`config.mk`:
```
export PLATFORM = sky130hd
export DESIGN_NAME = mem_ctrl
export DESIGN_NICKNAME = d
export VERILOG_FILES = /design/src/rtl/mem_ctrl.sv
export SDC_FILE = /design/constraint.sdc
export NUM_CORES = 1
export LEC_CHECK = 0
export CELL_PAD_IN_SITES_DETAIL_PLACEMENT = 1
export CELL_PAD_IN_SITES_GLOBAL_PLACEMENT = 2
export CORE_ASPECT_RATIO = 0.5
export CORE_MARGIN = 2
export CORE_UTILIZATION = 29
export CTS_BUF_LIST = sky130_fd_sc_hd__clkbuf_4 sky130_fd_sc_hd__clkbuf_8
export DETAILED_ROUTE_END_ITERATION = 16
export PLACE_DENSITY_LB_ADDON = 0.3
export SLEW_MARGIN = 20
export SYNTH_ARGS = -nofsm -noshare
export SYNTH_HDL_FRONTEND = slang
export SYNTH_SLANG_ARGS = --single-unit
```
`constraint.sdc`:
```
create_clock -name clk_in -period 3.5 [get_ports clk_in]
set_input_delay 1.05 -clock clk_in [delete_from_list [all_inputs] [get_ports clk_in]]
set_output_delay 1.05 -clock clk_in [all_outputs]
set_load 0.01 [all_outputs]
```
`src/rtl/mem_ctrl.sv`:
```
// Byte-serial memory controller arbitrating a fetch port and a data port onto an
// 8-bit RAM with one cycle of read latency; assembles/splits 1, 2 or 4 byte words.
module mem_ctrl #(
  parameter int RAM_LAT = 1
) (
  input  logic        clk_in,
  input  logic        rst_in,
  input  logic        rdy_in,
  input  logic        if_re,
  input  logic [31:0] if_addr,
  input  logic [2:0]  if_len,
  input  logic        mem_re,
  input  logic        mem_we,
  input  logic [31:0] mem_addr,
  input  logic [2:0]  mem_len,
  input  logic [31:0] mem_wdata,
  input  logic [7:0]  ram_din,
  output logic [31:0] ram_a,
  output logic [7:0]  ram_dout,
  output logic        ram_wr,
  output logic [31:0] rdata,
  output logic        if_done,
  output logic        mem_done,
  output logic        busy
);

  localparam logic [1:0] S_IDLE  = 2'd0;
  localparam logic [1:0] S_READ  = 2'd1;
  localparam logic [1:0] S_WRITE = 2'd2;
  localparam logic [1:0] S_DONE  = 2'd3;

  localparam logic [2:0] LAT = 3'(RAM_LAT);

  logic [1:0]  r_state;
  logic [31:0] r_addr;
  logic [2:0]  r_len;
  logic [31:0] r_wdata;
  logic        r_port;   // 1 = data port, 0 = fetch port
  logic [2:0]  r_k;
  logic [31:0] r_rdata;

  logic [31:0] w_addr_k;
  logic [1:0]  w_cap;

  function automatic logic [2:0] decode_len(input logic [2:0] len);
    return (len == 3'd1 || len == 3'd2) ? len : 3'd4;
  endfunction

  assign w_addr_k = r_addr + {29'd0, r_k};
  // The byte addressed in cycle k arrives LAT cycles later, so capture lags k.
  assign w_cap    = 2'(r_k - LAT);

  // NOTE: state is updated with non-blocking assignments so every register samples
  // the pre-edge values, independent of statement order.
  always_ff @(posedge clk_in or negedge rst_in) begin
    if (!rst_in) begin
      r_state <= S_IDLE;
      r_addr  <= '0;
      r_len   <= '0;
      r_wdata <= '0;
      r_port  <= 1'b0;
      r_k     <= '0;
      r_rdata <= '0;
    end else if (rdy_in) begin
      case (r_state)
        S_IDLE: begin
          if (mem_we || mem_re) begin
            r_port  <= 1'b1;
            r_addr  <= mem_addr;
            r_len   <= decode_len(mem_len);
            r_wdata <= mem_wdata;
            r_k     <= '0;
            r_rdata <= '0;
            r_state <= mem_we ? S_WRITE : S_READ;
          end else if (if_re) begin
            r_port  <= 1'b0;
            r_addr  <= if_addr;
            r_len   <= decode_len(if_len);
            r_wdata <= '0;
            r_k     <= '0;
            r_rdata <= '0;
            r_state <= S_READ;
          end
        end
        S_READ: begin
          if (r_k >= LAT) r_rdata[{w_cap, 3'b000} +: 8] <= ram_din;
          if (r_k == r_len + LAT - 3'd1) r_state <= S_DONE;
          else                           r_k     <= r_k + 3'd1;
        end
        S_WRITE: begin
          if (r_k == r_len - 3'd1) r_state <= S_DONE;
          else                     r_k     <= r_k + 3'd1;
        end
        default: r_state <= S_IDLE;
      endcase
    end
  end

  // NOTE: every output gets a default before the state decode, so no latch is inferred.
  always_comb begin
    ram_a    = '0;
    ram_dout = '0;
    ram_wr   = 1'b0;
    if (r_state == S_READ) begin
      ram_a = w_addr_k;
    end else if (r_state == S_WRITE) begin
      ram_a    = w_addr_k;
      ram_dout = r_wdata[{r_k[1:0], 3'b000} +: 8];
      ram_wr   = rdy_in & rst_in;
    end
  end

  assign rdata    = r_rdata;
  assign busy     = (r_state != S_IDLE);
  assign if_done  = (r_state == S_DONE) & ~r_port;
  assign mem_done = (r_state == S_DONE) &  r_port;

endmodule

```
==> metrics <==
Yosys cell types=55; Diodes inserted=0; Post-synth top cells=dfrtp_1 (105), nand2_1 (63), a22o_1 (40); largest net degree at the start of global routing=69; critical path arrival=2.39 ns; largest area contributor in the netlist=dfrtp_1; worst-path fanout max=6; die area=21500 sq um; Final setup viols=0; final slew viol count=0; status=complete, no violations; GP Congestion=0.829; Worst Hold Class=reg2reg; Starting Density=0.299; Core Util, Final=0.443; All-Layer GR Usage=0.189; CTS tree=yes; H-Tree Depth=3; total number of vias=5370; number of global-route vias before repair=5704; Setup crit end kind=primary output; Layout Nets=914; Synth warnings=0; DR DRC count=0; fin crit share=0.983; Mean Syn Cell Area=10.4 sq um; Leak=3.73 nW; count leader, synth=dfrtp_1; Max Root-Sink Buffers=2; CP required=2.45 ns; CTS buffer count=9; Post-Route WL=19.9 mm; ys flop type=dfrtp_1; Total Power=6.18 mW; CP max-delay cell=or4_4; Critical Path Start=r_k[0]$_DFFE_PN0P_; buffers added on ports=191; WL per Instance=18.9 um; Avg Vias per Cell=5.09; unrepaired setup endpoints after global routing=true; worst-path cell chain=ha_4, fa_2, a21o_1, buf_4, nand2_4, or4_4, a21oi_2, buf_2; sequential area share after synthesis=0.447; die width=205 um; HPWL Detailed=14.8 mm; Fin. Hold Viols=0; grt total ovfl=0; antenna-violating nets left=0; Mapped Area=5880 sq um; Row Count=36; Die Y=105 um; fin crit period=3.44 ns; fmax=291 MHz; Cell Pwr Density=708 nW/um^2; Slew HR=0.376; later-pin clock latency in the skew report=0.39 ns; 1st-pass router iterations=4; Mapped Cells=565; leading post-synthesis cells by cell area=dfrtp_1 (45%), mux2i_1 (6.5%), a22o_1 (6.0%); clock sinks=105; Syn-to-layout area delta=48.4%; Synth top area share=0.447; Synth Net Count=696; Core ar.=19700 sq um; IO Pins=192; Max-Cap Viols=0; worst slew pin tran=0.936 ns; DR iter-0 viols=230; CTS clk-pin slew, worst paths=0.12 ns; skew final=0.0191 ns; async set or reset register ratio after synthesis=1.00; clock root buffer=clkbuf_8; fraction of layout cells with a size suffix above 1=0.179; VDD IR-drop max=0.000223 V; antenna violations before repair=0; global-route wire length before repair=31.7 mm; Post-synth EDFFs=0; startpoint of the worst hold path=r_wdata[21]$_DFFE_PN0P_; worst reg-to-reg setup slack=1.01 ns; CP Launch Type=register; #FFs+latches synth=105; kind of critical path=reg2out; Crit path largest cell delay=0.49 ns; reg-to-reg startpoint=r_k[1]$_DFFE_PN0P_
==> layout by cell type (no fill, tap or decap), drive strengths merged, types with 13 or more instances in the layout <==
master	n
a21oi	24
a22o	40
buf	56
clkbuf	19
clkdlybuf4s50	161
dfrtp	105
ha	14
inv	17
mux2i	38
nand2	63
nand3	15
nand4	13
nor2	22
o21ai	41
o31ai	13
==> per-layer routing <==
layer | share of wire | vias to the layer above | track usage
met5 | 0 | - | 0
met4 | 0.0055 | 0 | 0.0303
met3 | 0.042 | 9 | 0.0502
met2 | 0.49 | 73 | 0.319
met1 | 0.46 | 2734 | 0.247
li1 | - | 2554 | -
==> final timing paths <==
check | to | cells past startpoint
max reg2reg | rdata[9]$_DFFE_PN0P_ | 8
max | ram_a[22] | 8
min reg2reg | r_wdata[21]$_DFFE_PN0P_ | 1
max in group asynchronous | r_state[1]$_DFFE_PN0P_ | 3
min in group asynchronous | rdata[26]$_DFFE_PN0P_ | 2
min | r_wdata[21]$_DFFE_PN0P_ | 1
==> worst max-delay path: cells and delay by family, from the launching register on <==
kind,cells,cell delay [ns]
simple gates,2,0.55
flops,1,0.44
fa+ha+maj,2,0.36
compound gates,2,0.34
buf+inv,2,0.30
==> timing repair <==
item | 4_1_cts | 5_1_grt
cloned | 1 | 0
pin swaps | 4 | 11
gates resized for setup | 68 | 39
hold endpoints to repair | 0 | 0
setup endpoints to repair | 37 | 32
buffers inserted | 7 | 3
hold buffers | 0 | 0
==> final cells by class <==
class                   instances  area, sq um
well taps                     266          333
fillers                      2158        11000
repair buffers                240         2250
clock inverters                 7          100
inverters                      16         63.8
multi-input cells             411         3230
flip-flops and latches        105         2630
clock buffers                   9          124
==> report_power, final <==
part / switching [mW] / internal (mW) / total [mW] / leakage [nW]
sequential: 0.373 / 1.64 / 2.01 / 1.36
clock: 0.497 / 0.353 / 0.851 / 0.111
combinational: 1.72 / 1.59 / 3.32 / 2.26
total: 2.59 / 3.58 / 6.18 / 3.73
==> metrics by stage <==
step	std cells	hold slack (ns)	area (sq um)	TNS, ns	worst slack [ns]
3_3_place_gp	1028	0.470	8340	0	0.0640
4_1_cts	1052	0.514	8670	-0.114	-0.0517
6_report	1054	0.510	8730	0	0.0604
5_1_grt	1054	0.533	8730	-0.412	-0.0924
3_5_place_dp	1028	0.475	8340	0	0.0444
2_1_floorplan	565	0.456	5880	0	0.562
==> flip-flops by register name (all words and copies together), names as in the netlist <==
register,flops
r_addr,32
rdata,32
r_wdata,32
r_port,1
r_state,2
r_k,3
r_len,3
==> kinds of logic after synthesis <==
group                    count (synthesis)  share of synthesized area
adder cells (fa/ha/maj)                 15                     0.0332
AND/OR/NAND/NOR                        174                      0.161
AO/OA/AOI/OAI                          151                      0.185
buffers and inverters                   50                     0.0364
XOR/XNOR                                14                     0.0234
flip-flops                             105                      0.447
multiplexers                            56                      0.114
Power figures use the tool's default switching activity.
==> RTL change (config.mk and constraints unchanged) <==
Make the reset (`rst_in`) synchronous in one clocked block.
--- a/src/rtl/mem_ctrl.sv
+++ b/src/rtl/mem_ctrl.sv
@@ -53,5 +53,5 @@
   // NOTE: state is updated with non-blocking assignments so every register samples
   // the pre-edge values, independent of statement order.
-  always_ff @(posedge clk_in or negedge rst_in) begin
+  always_ff @(posedge clk_in) begin
     if (!rst_in) begin
       r_state <= S_IDLE;
Function: differs if rst_in is asserted again (counterexample within 4 cycles, from zero or initial values and one cycle with rst_in low); with rst_in held inactive, the same outputs for 4 cycles.
==> RTL change against the unedited design <==
- wire length down 5.4%
- final area down 4.1%
- sequential cell count unchanged
- fmax up 0.67%
- register-to-register slack better by 30 ps
- combinational power down 49%
- non-clock buffer count down 22
- via count up 2.6%
- worst setup slack better by 23 ps
- power down 34%
- synthesized area down 3.0%
- critical endpoint is now ram_a[14]
==> RTL change: results (changes against the unedited design) <==
Global route
  • Met1 usage: 0.239 (was 0.247)
  • Gr usage total: 0.180 (was 0.189)
  • M2 GR Usage: 0.308 (was 0.319)
  • Vias in the first global route: 5620 (was 5704)
  • Met3 usage: 0.0367 (was 0.0502)

Placed design
  • Placed insts: 1086 (was 1028)
  • DP Area: 0.00797 sq mm (was 0.00834 sq mm)
  • Gpl congestion: 0.726 (was 0.829)
  • Hpwl dp: 13.5 mm (was 14.8 mm)

Cells and area
  • Buffers, non-clock: 218 (was 240)
  • Seq Cell Count: 105 (unchanged)
  • Non-clock buffers, area share: 0.251 (was 0.258)
  • Clk cell area share: 0.0254 (was 0.0257)
  • Layout fillers: 2236 (was 2158)

Yosys
  • Commonest cells post-synth: dfxtp_1 (105), nand2_1 (62), nor2b_1 (54) (was dfrtp_1 (105), nand2_1 (63), a22o_1 (40))
  • Async SR Flop Fraction: 0 (was 1.00)
  • Syn nets: 791 (was 696)
  • Seq/Total Area, Yosys: 0.369 (was 0.447)

Setup path
  • Crit-path slowest cell: fa_2 (was or4_4)
  • R2R Setup Slk: 1040 ps (was 1010 ps)

Drt
  • Wire per inst: 17.0 um (was 18.9 um)
  • Met3 Routed Length: 684 um (was 835 um)
  • DRT met1 WL: 9.31 mm (was 9.21 mm)
  • Initial drt markers: 250 (was 230)

Outcome
  • Status: completed (unchanged)

Timing
  • Slew margin rel.: 0.391 (was 0.376)
-- RTL change: report_power, final --
group | total (mW) | switching [mW] | leakage, nW | internal [mW]
clock network | 0.818 | 0.472 | 0.102 | 0.345
registers | 1.57 | 0.181 | 0.862 | 1.39
logic | 1.69 | 0.937 | 2.38 | 0.750
total | 4.07 | 1.59 | 3.34 | 2.48
-- RTL change: logic make-up after synthesis --
kind of cell | share of synthesized area
and+or+nand+nor | 0.258
AOI/OAI and AO/OA | 0.209
DFF | 0.369
buffers and inverters | 0.0445
xor gates and xnor gates | 0.0548
adders and majority gates | 0.0342
muxes | 0.0316
-- RTL change: worst paths after layout --
check / startpoint / endpoint / depth (start not counted)
setup / recovery: r_addr[0] / ram_a[14] / 9
setup reg to reg: r_state[0] / rdata[24] / 7
hold / removal: rdata[27] / rdata[27] / 2
hold reg to reg: rdata[27] / rdata[27] / 2
-- RTL change: timing repair --
action	in CTS	in global routing
gates cloned	0	1
endpoints found under the setup margin	28	19
pin swaps	1	8
gates resized for setup	55	39
buffers inserted	3	0
